--- config.mk ---
export PLATFORM = sky130hd
export DESIGN_NAME = text_term_ctrl
export DESIGN_NICKNAME = d
export VERILOG_FILES = /design/src/rtl/text_term_pkg.sv /design/src/rtl/text_term_fill.sv /design/src/rtl/text_term_ctrl.sv
export SDC_FILE = /design/constraint.sdc
export NUM_CORES = 1
export LEC_CHECK = 0
export ABC_AREA = 1
export CORE_MARGIN = 2
export CORE_UTILIZATION = 50
export CTS_CLUSTER_SIZE = 40
export DETAILED_ROUTE_END_ITERATION = 12
export GPL_ROUTABILITY_DRIVEN = 0
export GPL_TIMING_DRIVEN = 1
export PLACE_DENSITY = 0.85
export RECOVER_POWER = 25
export SYNTH_ARGS = -nofsm -noshare
export SYNTH_HDL_FRONTEND = slang
export SYNTH_HIERARCHICAL = 1
export SYNTH_SLANG_ARGS = --single-unit
--- constraint.sdc ---
create_clock -name clk -period 1.81 [get_ports clk]
set_input_delay 0.2715 -clock clk [delete_from_list [all_inputs] [get_ports clk]]
set_output_delay 0.2715 -clock clk [all_outputs]
set_load 0.02 [all_outputs]
--- src/rtl/text_term_pkg.sv ---
// Shared types and key codes for the terminal text-entry controller.
// Optional per-line clear is built in with TEXT_TERM_LINE_CLEAR_EN.
package text_term_pkg;

  typedef enum logic [1:0] {
    CLR_SCREEN = 2'd0,
    IDLE       = 2'd1
`ifdef TEXT_TERM_LINE_CLEAR_EN
    ,
    CLR_LINE   = 2'd2
`endif
  } state_t;

  typedef enum logic {
    FILL_SCREEN = 1'b0,
    FILL_LINE   = 1'b1
  } fill_mode_t;

  localparam logic [7:0] ASC_CR       = 8'h0D;
  localparam logic [7:0] ASC_BS       = 8'h08;
  localparam logic [7:0] ASC_TAB      = 8'h09;
  localparam logic [7:0] ASC_ESC      = 8'h1B;
  localparam logic [7:0] ASC_PRINT_LO = 8'h20;
  localparam logic [7:0] ASC_PRINT_HI = 8'h7E;

  localparam logic [7:0] SC_LEFT  = 8'h6B;
  localparam logic [7:0] SC_RIGHT = 8'h74;
  localparam logic [7:0] SC_UP    = 8'h75;
  localparam logic [7:0] SC_DOWN  = 8'h72;
  localparam logic [7:0] SC_BREAK = 8'hF0;
  localparam logic [7:0] SC_EXT   = 8'hE0;

  function automatic logic is_printable(input logic [7:0] c);
    return (c >= ASC_PRINT_LO) && (c <= ASC_PRINT_HI);
  endfunction

endpackage

--- src/rtl/text_term_fill.sv ---
// Counter-based blank-fill engine shared by screen and line clears.
// Runs from reset so the power-up screen clear needs no start pulse.
module text_term_fill
  import text_term_pkg::*;
#(
  parameter int COLS   = 80,
  parameter int ROWS   = 25,
  parameter int HPOS_W = $clog2(COLS),
  parameter int VPOS_W = $clog2(ROWS)
) (
  input  logic              clk,
  input  logic              rst,
  input  logic              start,
  input  fill_mode_t        mode,
  input  logic [VPOS_W-1:0] row,
  output logic [HPOS_W-1:0] hpos,
  output logic [VPOS_W-1:0] vpos,
  output logic              write_en,
  output logic              done
);

  localparam logic [HPOS_W-1:0] H_LAST = HPOS_W'(COLS - 1);
  localparam logic [VPOS_W-1:0] V_LAST = VPOS_W'(ROWS - 1);

  logic       active;
  fill_mode_t mode_r;
  logic       last_col;
  logic       last;

  assign last_col = hpos == H_LAST;
  assign last     = last_col &&
                    (mode_r == FILL_LINE || vpos == V_LAST);
  assign write_en = active;
  assign done     = active && last;

  always_ff @(posedge clk) begin
    if (rst) begin
      active <= 1'b1;
      mode_r <= FILL_SCREEN;
      hpos   <= '0;
      vpos   <= '0;
    end else if (start) begin
      active <= 1'b1;
      mode_r <= mode;
      hpos   <= '0;
      vpos   <= (mode == FILL_LINE) ? row : '0;
    end else if (active) begin
      if (last) begin
        active <= 1'b0;
      end else if (last_col) begin
        hpos <= '0;
        vpos <= vpos + 1'b1;
      end else begin
        hpos <= hpos + 1'b1;
      end
    end
  end

endmodule

--- src/rtl/text_term_ctrl.sv ---
// Terminal text-entry controller feeding a character buffer write port.
// TEXT_TERM_LINE_CLEAR_EN adds a blank fill of each newly entered row.
module text_term_ctrl
  import text_term_pkg::*;
#(
  parameter int         COLS       = 80,
  parameter int         ROWS       = 25,
  parameter int         HPOS_W     = $clog2(COLS),
  parameter int         VPOS_W     = $clog2(ROWS),
  parameter int         TAB_W      = 8,
  parameter logic [7:0] BLANK_CHAR = 8'h20
) (
  input  logic              clk,
  input  logic              rst,
  input  logic              ps2_ascii_vld,
  input  logic [7:0]        ps2_ascii,
  input  logic              ps2_scancode_vld,
  input  logic [7:0]        ps2_scancode,
  output logic              char_write_en,
  output logic [HPOS_W-1:0] char_hpos,
  output logic [VPOS_W-1:0] char_vpos,
  output logic [7:0]        char_symbol,
  output logic [HPOS_W-1:0] cursor_hpos,
  output logic [VPOS_W-1:0] cursor_vpos,
  output logic              busy,
  output logic              dropped
);

  localparam logic [HPOS_W-1:0] H_LAST = HPOS_W'(COLS - 1);
  localparam logic [VPOS_W-1:0] V_LAST = VPOS_W'(ROWS - 1);
  localparam logic [HPOS_W:0]   TAB_M  = (HPOS_W + 1)'(TAB_W - 1);

  state_t state;
  logic   brk;

  logic acc;
  logic a_go;
  logic s_go;
  logic is_prn;
  logic is_cr;
  logic is_bs;
  logic is_tab;
  logic is_esc;

  assign acc    = (state == IDLE) && !busy;
  assign a_go   = acc && ps2_ascii_vld;
  assign s_go   = acc && ps2_scancode_vld && !ps2_ascii_vld;
  assign is_prn = is_printable(ps2_ascii);
  assign is_cr  = ps2_ascii == ASC_CR;
  assign is_bs  = ps2_ascii == ASC_BS;
  assign is_tab = ps2_ascii == ASC_TAB;
  assign is_esc = ps2_ascii == ASC_ESC;

  logic [VPOS_W-1:0] v_nxt;
  logic [HPOS_W:0]   tab_sum;
  logic [HPOS_W-1:0] tab_h;

  assign v_nxt   = (cursor_vpos == V_LAST) ? '0
                 : cursor_vpos + 1'b1;
  // Round up to the next tab stop, then clamp to the last column
  assign tab_sum = ({1'b0, cursor_hpos} | TAB_M) + 1'b1;
  assign tab_h   = (tab_sum > {1'b0, H_LAST}) ? H_LAST
                 : tab_sum[HPOS_W-1:0];

  logic              fill_start;
  fill_mode_t        fill_mode;
  logic [VPOS_W-1:0] fill_row;
  logic [HPOS_W-1:0] fill_h;
  logic [VPOS_W-1:0] fill_v;
  logic              fill_we;
  logic              fill_done;

`ifdef TEXT_TERM_LINE_CLEAR_EN
  logic row_go;
  assign row_go = a_go &&
    (is_cr || (is_prn && cursor_hpos == H_LAST));
  assign fill_start = (a_go && is_esc) || row_go;
  assign fill_mode  = (a_go && is_esc) ? FILL_SCREEN
                    : FILL_LINE;
  assign fill_row   = v_nxt;
`else
  assign fill_start = a_go && is_esc;
  assign fill_mode  = FILL_SCREEN;
  assign fill_row   = '0;
`endif

  text_term_fill #(
    .COLS   (COLS),
    .ROWS   (ROWS),
    .HPOS_W (HPOS_W),
    .VPOS_W (VPOS_W)
  ) u_fill (
    .clk      (clk),
    .rst      (rst),
    .start    (fill_start),
    .mode     (fill_mode),
    .row      (fill_row),
    .hpos     (fill_h),
    .vpos     (fill_v),
    .write_en (fill_we),
    .done     (fill_done)
  );

  always_ff @(posedge clk) begin
    if (rst) begin
      state         <= CLR_SCREEN;
      brk           <= 1'b0;
      cursor_hpos   <= '0;
      cursor_vpos   <= '0;
      char_write_en <= 1'b0;
      char_hpos     <= '0;
      char_vpos     <= '0;
      char_symbol   <= '0;
      busy          <= 1'b1;
      dropped       <= 1'b0;
    end else begin
      char_write_en <= 1'b0;
      dropped <= busy &&
        (ps2_ascii_vld || ps2_scancode_vld);
      case (state)
        IDLE: begin
          busy <= 1'b0;
          if (a_go) begin
            unique case (1'b1)
              is_prn: begin
                char_write_en <= 1'b1;
                char_hpos     <= cursor_hpos;
                char_vpos     <= cursor_vpos;
                char_symbol   <= ps2_ascii;
                if (cursor_hpos == H_LAST) begin
                  cursor_hpos <= '0;
                  cursor_vpos <= v_nxt;
                end else begin
                  cursor_hpos <= cursor_hpos + 1'b1;
                end
              end
              is_cr: begin
                cursor_hpos <= '0;
                cursor_vpos <= v_nxt;
              end
              is_bs: begin
                if (cursor_hpos != '0) begin
                  cursor_hpos   <= cursor_hpos - 1'b1;
                  char_write_en <= 1'b1;
                  char_hpos     <= cursor_hpos - 1'b1;
                  char_vpos     <= cursor_vpos;
                  char_symbol   <= BLANK_CHAR;
                end
              end
              is_tab: cursor_hpos <= tab_h;
              is_esc: begin
                cursor_hpos <= '0;
                cursor_vpos <= '0;
                state       <= CLR_SCREEN;
                busy        <= 1'b1;
              end
              default: ;
            endcase
`ifdef TEXT_TERM_LINE_CLEAR_EN
            if (row_go) begin
              state <= CLR_LINE;
              busy  <= 1'b1;
            end
`endif
          end else if (s_go) begin
            if (brk) begin
              brk <= 1'b0;
            end else begin
              case (ps2_scancode)
                SC_BREAK: brk <= 1'b1;
                SC_LEFT: if (cursor_hpos != '0)
                  cursor_hpos <= cursor_hpos - 1'b1;
                SC_RIGHT: if (cursor_hpos != H_LAST)
                  cursor_hpos <= cursor_hpos + 1'b1;
                SC_UP: if (cursor_vpos != '0)
                  cursor_vpos <= cursor_vpos - 1'b1;
                SC_DOWN: if (cursor_vpos != V_LAST)
                  cursor_vpos <= cursor_vpos + 1'b1;
                SC_EXT: ;
                default: ;
              endcase
            end
          end
        end
        default: begin
          // Both clear states just stream the fill engine's cells
          busy          <= 1'b1;
          char_write_en <= fill_we;
          char_hpos     <= fill_h;
          char_vpos     <= fill_v;
          char_symbol   <= BLANK_CHAR;
          if (fill_done) state <= IDLE;
        end
      endcase
    end
  end

endmodule

==> results of run 1 <==
Yosys cell counts, types with 2 or more instances:
master	instances
sky130_fd_sc_hd__xnor2_1	2
sky130_fd_sc_hd__nand4_1	9
sky130_fd_sc_hd__inv_1	64
sky130_fd_sc_hd__ha_1	12
sky130_fd_sc_hd__xor2_1	11
sky130_fd_sc_hd__inv_2	3
sky130_fd_sc_hd__a21oi_2	7
sky130_fd_sc_hd__o211ai_1	2
sky130_fd_sc_hd__a211oi_1	4
sky130_fd_sc_hd__nand2_1	183
sky130_fd_sc_hd__nand2_2	8
sky130_fd_sc_hd__o21ai_1	3
sky130_fd_sc_hd__buf_4	4
sky130_fd_sc_hd__nand3_2	5
sky130_fd_sc_hd__clkbuf_1	6
sky130_fd_sc_hd__nand3_1	49
sky130_fd_sc_hd__nand2_4	4
sky130_fd_sc_hd__o21ai_0	38
sky130_fd_sc_hd__nor2_1	115
sky130_fd_sc_hd__dfxtp_1	51
sky130_fd_sc_hd__a21oi_1	30
sky130_fd_sc_hd__nor2_4	10
sky130_fd_sc_hd__buf_6	5
sky130_fd_sc_hd__nor2_2	7
sky130_fd_sc_hd__buf_2	3
sky130_fd_sc_hd__o22ai_1	2
logic make-up (layout without fill, tap and decap cells):
logic type / count (synthesis) / count (layout) / synth area share
flip-flops: 51 / 51 / 0.2575
adder cells (fa/ha/maj): 12 / 12 / 0.03787
buffers and inverters: 88 / 202 / 0.1010
other: 1 / 6 / 0.0009458
AO/OA/AOI/OAI: 90 / 90 / 0.1294
AND/OR/NAND/NOR: 395 / 395 / 0.4446
XOR/XNOR: 13 / 13 / 0.02872
power by group through the flow:
stage	clock, W	combinational, W	sequential, W
after global routing	0.000778	0.000245	0.00115
after global placement	0	0.000216	0.00117
final	0.000720	0.000226	0.00114
after CTS	0.000731	0.000224	0.00115
after floorplan	0	0.0000865	0.00118
after detailed placement	0	0.000223	0.00117
flip-flops by register name, summed over array words and instances, names as in the netlist:
register	count
brk	1
busy	1
char_hpos	7
char_symbol	8
char_vpos	5
char_write_en	1
cursor_hpos	7
cursor_vpos	5
dropped	1
state	1
u_fill/hpos	7
u_fill/mode_r	1
u_fill/vpos	5
u_fill/write_en	1
how the worst min path moves through the flow:
stage	to	slack, ps
detailed placement	char_symbol[7]	450
finish	char_symbol[4]	410
global route	char_symbol[4]	420
CTS	char_symbol[7]	460
global placement	char_symbol[7]	440
floorplan	char_symbol[5]	400
placed cells by master (no fill, tap or decap), types with 3 or more instances in the layout:
| cell type | instances |
|---|---|
| sky130_fd_sc_hd__clkbuf_8 | 5 |
| sky130_fd_sc_hd__dfxtp_2 | 7 |
| sky130_fd_sc_hd__a21oi_1 | 28 |
| sky130_fd_sc_hd__inv_2 | 6 |
| sky130_fd_sc_hd__a21oi_2 | 9 |
| sky130_fd_sc_hd__nand2_1 | 180 |
| sky130_fd_sc_hd__nand4_1 | 9 |
| sky130_fd_sc_hd__o21ai_1 | 3 |
| sky130_fd_sc_hd__clkdlybuf4s50_1 | 33 |
| sky130_fd_sc_hd__inv_1 | 60 |
| sky130_fd_sc_hd__nand3_2 | 8 |
| sky130_fd_sc_hd__nor2_4 | 12 |
| sky130_fd_sc_hd__buf_4 | 69 |
| sky130_fd_sc_hd__nand2_4 | 4 |
| sky130_fd_sc_hd__a211oi_1 | 4 |
| sky130_fd_sc_hd__dfxtp_1 | 42 |
| sky130_fd_sc_hd__inv_4 | 3 |
| sky130_fd_sc_hd__nor2_1 | 113 |
| sky130_fd_sc_hd__dlygate4sd3_1 | 15 |
| sky130_fd_sc_hd__nand3_1 | 45 |
| sky130_fd_sc_hd__nand2_2 | 11 |
| sky130_fd_sc_hd__o21ai_0 | 37 |
| sky130_fd_sc_hd__ha_1 | 10 |
| sky130_fd_sc_hd__nor2_2 | 7 |
| sky130_fd_sc_hd__conb_1 | 6 |
| sky130_fd_sc_hd__xor2_1 | 11 |
| sky130_fd_sc_hd__dlymetal6s2s_1 | 6 |
timing repair:
| action | 4_1_cts | 5_1_grt |
|---|---|---|
| buffers inserted | 0 | 4 |
| endpoints found under the setup margin | 4 | 35 |
| pin swaps | 0 | 4 |
| gates resized for setup | 3 | 39 |
| gates cloned | 0 | 0 |
through the flow:
step,std cells,power [W]
floorplan,655,0.001265
global placement,859,0.001388
detailed placement,859,0.001396
CTS,867,0.002102
global route,871,0.002169
finish,871,0.002090
critical path, stage by stage:
cell                              delay [ps]
sky130_fd_sc_hd__clkdlybuf4s50_1         550
sky130_fd_sc_hd__inv_2                    80
sky130_fd_sc_hd__nor2_2                  140
sky130_fd_sc_hd__nand2_2                  90
sky130_fd_sc_hd__nand2_1                  80
sky130_fd_sc_hd__nor2_1                   50
sky130_fd_sc_hd__buf_4                   140
sky130_fd_sc_hd__nand2_2                 100
sky130_fd_sc_hd__nand2_1                 100
sky130_fd_sc_hd__nor2_4                  150
sky130_fd_sc_hd__xor2_1                  160
sky130_fd_sc_hd__nor2_1                   60
routing by layer:
metal  global-route usage  up-vias
met5                    0        -
met4              0.08456        0
met3              0.03546       39
met2               0.4831      223
met1               0.3258     2103
li1                     -     2298
area by class of cell:
type	instances	area share
clock buffer	5	0.01311
clock inverter	3	0.004291
multi-input combinational	516	0.5025
inverter	69	0.05077
sequential	51	0.1976
timing repair buffer	125	0.2074
tap	102	0.02431
==> results.txt, run 1 <==
The flow ran to the end, and the final reports show no timing, DRC or antenna violations. The final core utilization was 0.6828. The number of buffers on the longest clock path was 2.

The power share of the clock group is 0.344. The startpoint identified for the worst register-to-register timing path is cursor_hpos[6]. Derived from the worst setup path, the maximum achievable clock frequency is 570.9 MHz. For the finished layout, the period the worst path requires is 1752 ps. The switching portion of total power was 0.2733.

For flop-to-flop paths, the worst setup slack is 80 ps. The tools report the multi-input combinational cell area as 2638 sq um. 0 antenna diodes ended up in the layout.

The logs give 58.32 ps for the final worst-path setup slack and 0 for the number of maximum-capacitance constraint violations. The floorplan step set the die height to 93.05 um. Summed over all failing endpoints, the final setup total negative slack is 0 ps. The capturing instance or port of the critical path was cursor_vpos[0]. The tools report the share of the yosys chip area belonging to registers as 0.2575. Averaged over all synthesized cells, the footprint is 6.100 sq um. The total area inside the core boundary comes to 7687 sq um. Entering global routing, the biggest net connects 18 pins. The starting utilization of the core area was 0.5158; the largest fanout on the critical path was 4.

The number of flops mapped to enable cells by yosys works out to 0. Full die area: 8658 sq um. The logs give 2010 ps for the data required time at the worst endpoint and 6 for the number of iterations in the first detailed-routing pass. The worst-case IR drop observed on VDD is 0.4780 mV. The path depth of the worst reg2reg path was 9. The share of flip-flops with an asynchronous set or reset was 0.

The violation count after the first detailed-route iteration was 376; the number of global-route vias before repair was 4308. Top cell type by total area after synthesis: sky130_fd_sc_hd__dfxtp_1. Summed over all nets, the half-perimeter wirelength after detailed placement is 9064 um. For this block, wires on met1 add up to 4761 um. The worst hold path begins at ps2_ascii[4].

The logs give 18980 um for the wire length of the first global-routing pass and -329.6 ps for the minimum setup slack after placement. The run gives 887 um as the amount of wire on met3 after detailed routing. By area the synthesized netlist is led by sky130_fd_sc_hd__dfxtp_1, sky130_fd_sc_hd__nand2_1, sky130_fd_sc_hd__nor2_1. The internal power of the cells totals 0.001519 W.

The routed design uses 5859 um of met2 wire. For the worst setup path, the data arrival time is 1960 ps. Classification of the worst-slack hold path: in2reg. The per-cell via count in the routed design was 5.354; the portion of the clock cycle consumed by the worst path in the final layout was 0.9678.

Top cell type's share of synthesized area: 0.2575. The number of warnings issued by yosys is 6. In this run, synthesis produced a sequential element count of 51. The power density over the cells is 398.2 nW/um^2. TritonCTS built the clock tree. The instance area at placement was 5019 sq um; the clock-pin slew of the registers on the worst-case setup and hold paths was 100 ps.

Category of the most critical setup path: in2reg. The depth of the worst hold-timing path works out to 4. Once layout is done, the placed cells without fillers occupy 5249 sq um. CTS placed an instance of sky130_fd_sc_hd__clkbuf_8 at the clock tree root. The tools report the final hold violation count as 0.

The layout cell share with drive strength beyond 1 is 0.1990, and the synthesized netlist cell count is 650. Category of the worst setup path launch point: an input port. In this run the remaining antenna-violating nets after routing total 0. For the count of vias placed by the detailed router, the log shows 4663. Prevailing post-synth register cell: sky130_fd_sc_hd__dfxtp_1. The synthesized netlist occupies a cell area of 3965 sq um.

The endpoint of the most critical register-to-register path is cursor_vpos[0]. After detailed routing, the average wire length per cell comes to 13.58 um. Sequential power share: 0.547. The launching instance or port of the critical path was ps2_ascii[6]. The number of setup violations in the final report was 0; the level count of the clock H-tree was 2. The clock reaches the later pin of the worst-skew pair after 320 ps.

After detailed routing, the total wire length is 11830 um. Counting distinct cell types in the post-synthesis netlist gives 39. The sequential cells in the finished layout cover a total of 1037 sq um. Global-route usage over all layers: 0.2665. The run gives 0 as the hold buffer count at CTS. The nature of the critical path endpoint was a flop.

Summed over all cells, the static leakage comes to 2.495 nW. The count of buffers inserted at the top-level ports is 54, and the number of buffers inserted during clock tree synthesis is 5. The highest layer touched by signal routing is met4. The relative slew slack was 0.5868; the leftover overflow at the end of global routing was 0. The transition at the pin with the smallest max-transition slack works out to 619.7 ps.

For the final-layout worst hold slack, the log shows 409.1 ps. The layout has 630 filler cells. After detailed routing, the number of remaining DRC violations is 0. For the final database, setup skew stands at 13.72 ps.

Summed over all nets, the switching power comes to 0.0005712 W. The layout overhead on the synthesized area is 32.38%. The clock drives 51 sinks.

The tools report the initial antenna violation count as 0. Row generation in the floorplan step produced 32 rows. The die width was 93.05 um; the number of pins exceeding their max-slew limit in the final report was 0. In this run the count of I/O pins placed on the die edge is 55. The run gives 0.108 as the combinational group share of total power.

The tools report the net total in the final layout as 800.
No activity file was read; power rests on OpenSTA's default activity.
==> inputs of run 2 (changes only) <==
MAX_ROUTING_LAYER = met4   (was unset)
==> results.txt, run 2 (synthesis gave the netlist of run 1 again) <==
The run finished with clean final reports. The power density over the cells works out to 399.3 nW/um^2 (+0.28%). The transition at the pin with the smallest max-transition slack was 605.2 ps (-14.50 ps); the number of clock sinks was 51 (unchanged). The final core utilization came out at 0.6828 (unchanged). The critical path's slowest cell is sky130_fd_sc_hd__clkdlybuf4s50_1.

The tools report the relative slew slack as 0.5965 (+0.009669). The post-route DRC violation count is 0 (unchanged), and the final hold violation count is 0 (unchanged). The logs give 9064 um (unchanged) for the sum of net half-perimeters after detailed placement and 0 (unchanged) for the number of maximum-capacitance constraint violations. The starting utilization of the core area was 0.5158 (unchanged); the number of flip-flops under the largest register name was 8 (unchanged). The logs give 800 (unchanged) for the net total in the final layout and 55 (unchanged) for the number of ports placed on the die boundary. The run gives 4665 (+0.043%) as the count of vias placed by the detailed router. The number of pins exceeding their max-slew limit in the final report is 0 (unchanged). The logs give 0.2740 (+0.007460) for the global-route usage over all layers and 19000 um (+0.11%) for the wire length of the first global-routing pass. The cell sitting at the root of the clock tree is a sky130_fd_sc_hd__clkbuf_8. For the maximum clock frequency, the log shows 568.3 MHz (-0.46%). For the level count of the clock H-tree, the log shows 2 (unchanged).

The most utilized layer in the global route result was met2. The worst setup path is launched from a flop. The number of global-route vias before repair is 4304 (-0.093%).

The portion of the clock cycle consumed by the worst path in the final layout came out at 0.9722 (+0.004443). The logs give 32 (unchanged) for the number of rows created at floorplan and 0 (unchanged) for the diode insertion count for antenna repair. The run gives 0.03546 (unchanged) as the met3 capacity usage during global routing.

The run gives 5 (unchanged) as the number of buffers inserted during clock tree synthesis. Met2 capacity usage during global routing: 0.4813 (-0.001812). The critical path's top delay family was buffers and inverters.

Die boundary height: 93.05 um (unchanged). The final wirelength is 11790 um (-0.36%). The largest fanout on the critical path works out to 7 (+3). Total instance count after detailed placement: 859 (unchanged). The logs give 7 (+1) for the number of iterations in the first detailed-routing pass and 2.495 nW (unchanged) for the standby leakage power. The layout overhead on the synthesized area is 32.38% (unchanged).

The setup total negative slack was 0 ps (unchanged); the layout cell share with drive strength beyond 1 was 0.1990 (unchanged). The run gives 5019 sq um (unchanged) as the instance area at placement. The tools report the signal arrival time at the worst endpoint as 1490 ps (-470 ps). The die width was 93.05 um (unchanged); the final design instance area without fill was 5249 sq um (unchanged). Peak per-stage delay on the critical path: 590 ps (+40 ps).

The violation count after the first detailed-route iteration is 412 (+9.6%). Count of buffers inserted at the top-level ports: 54 (unchanged). The largest register by flop count was char_symbol. The tools report the leftover overflow at the end of global routing as 0 (unchanged). The worst setup path is captured at an output pin. Area of the placeable core: 7687 sq um (unchanged). Classification of the worst-slack hold path: in2reg. The final worst clock skew is 18.23 ps (+4.512 ps). The routed length per instance was 13.53 um (-0.36%); the maximum number of pins on one net before global-route repair was 18 (unchanged). The clock latency on the worst-skew pair is 320 ps (about the same), and the initial antenna violation count is 0 (unchanged). The number of setup violations in the final report is 0 (unchanged). The data required time at the worst endpoint was 1540 ps (-470 ps); the per-cell via count in the routed design was 5.356 (about the same). The setup path with the least slack is of type reg2out. The tools report the full die area as 8658 sq um (unchanged). Most common cell after layout, fill and taps aside: sky130_fd_sc_hd__nand2_1.

TritonCTS built the clock tree. For the non-filler instance count after layout, the log shows 871 (unchanged). The maximum resistive drop on vdd is 0.4785 mV (+0.11%). The critical path goes through buf_4, clkdlybuf4s50_1.

The clock-pin slew of the registers on the worst-case setup and hold paths works out to 120 ps (+20 ps). Remaining antenna violation count: 0 (unchanged). The number of buffer and inverter stages on the critical path came out at 2 (-1). For the met1 capacity usage during global routing, the log shows 0.3278 (+0.002005). The tools report the number of buffers on the longest clock path as 2 (unchanged). The clock period minus final worst setup slack works out to 1760 ps (+8.041 ps). In the layout the commonest cells are sky130_fd_sc_hd__nand2_1, sky130_fd_sc_hd__nor2_1, sky130_fd_sc_hd__buf_4.
-- run 2: path summary, 6_finish.rpt --
check            startpoint             end  slack, ps  depth (start not counted)
max          cursor_hpos[2]  cursor_hpos[2]         50                          2
min            ps2_ascii[2]  char_symbol[2]        410                          4
max reg2reg  cursor_hpos[6]  cursor_vpos[0]         70                          9
min reg2reg  char_symbol[7]  char_symbol[7]        460                          2
-- run 2: area by class of cell --
cell class                 instances  area (sq um)
tap                              102         127.6
multi-input combinational        516          2638
clock buffer                       5         68.82
timing repair buffer             125          1089
fill                             630          2439
inverter                          69         266.5
clock inverter                     3         22.52
sequential                        51          1037
-- run 2: repair_timing --
| action | 4_1_cts | 5_1_grt |
|---|---|---|
| setup endpoints to repair | 4 | 35 |
| hold buffers | 0 | 0 |
| pin swaps | 0 | 4 |
| cloned | 0 | 0 |
| gates resized for setup | 3 | 39 |
| endpoints found under the hold margin | 0 | 0 |
| setup buffers | 0 | 4 |
-- run 2: power by group --
group	leakage (nW)	internal [W]	switching, W	total (W)
registers	0.418	0.00113	0.0000121	0.00114
logic	2.03	0.000106	0.000121	0.000227
clock network	0.0489	0.000282	0.000444	0.000725
total	2.49	0.00152	0.000577	0.00210
-- run 2: worst min-delay path, stage by stage --
cell and delay [ps]:
sky130_fd_sc_hd__dlymetal6s2s_1 160, sky130_fd_sc_hd__inv_1 90, sky130_fd_sc_hd__buf_4 110, sky130_fd_sc_hd__a211oi_1 60
-- run 2: stage by stage --
step	worst slack [ps]	hold WS [ps]	power [W]
6_report	50.28	405.7	0.002096
2_1_floorplan	17.50	398.0	0.001265
5_1_grt	-37.54	420.9	0.002166
3_3_place_gp	-241.2	436.7	0.001388
4_1_cts	2.939	465.0	0.002102
3_5_place_dp	-329.6	450.4	0.001396
-- run 2: layer usage --
layer | vias up | routed length (um)
met5 | - | 0
met3 | 43 | 837
met4 | 0 | 320
met1 | 2097 | 4806
met2 | 230 | 5821
li1 | 2295 | -
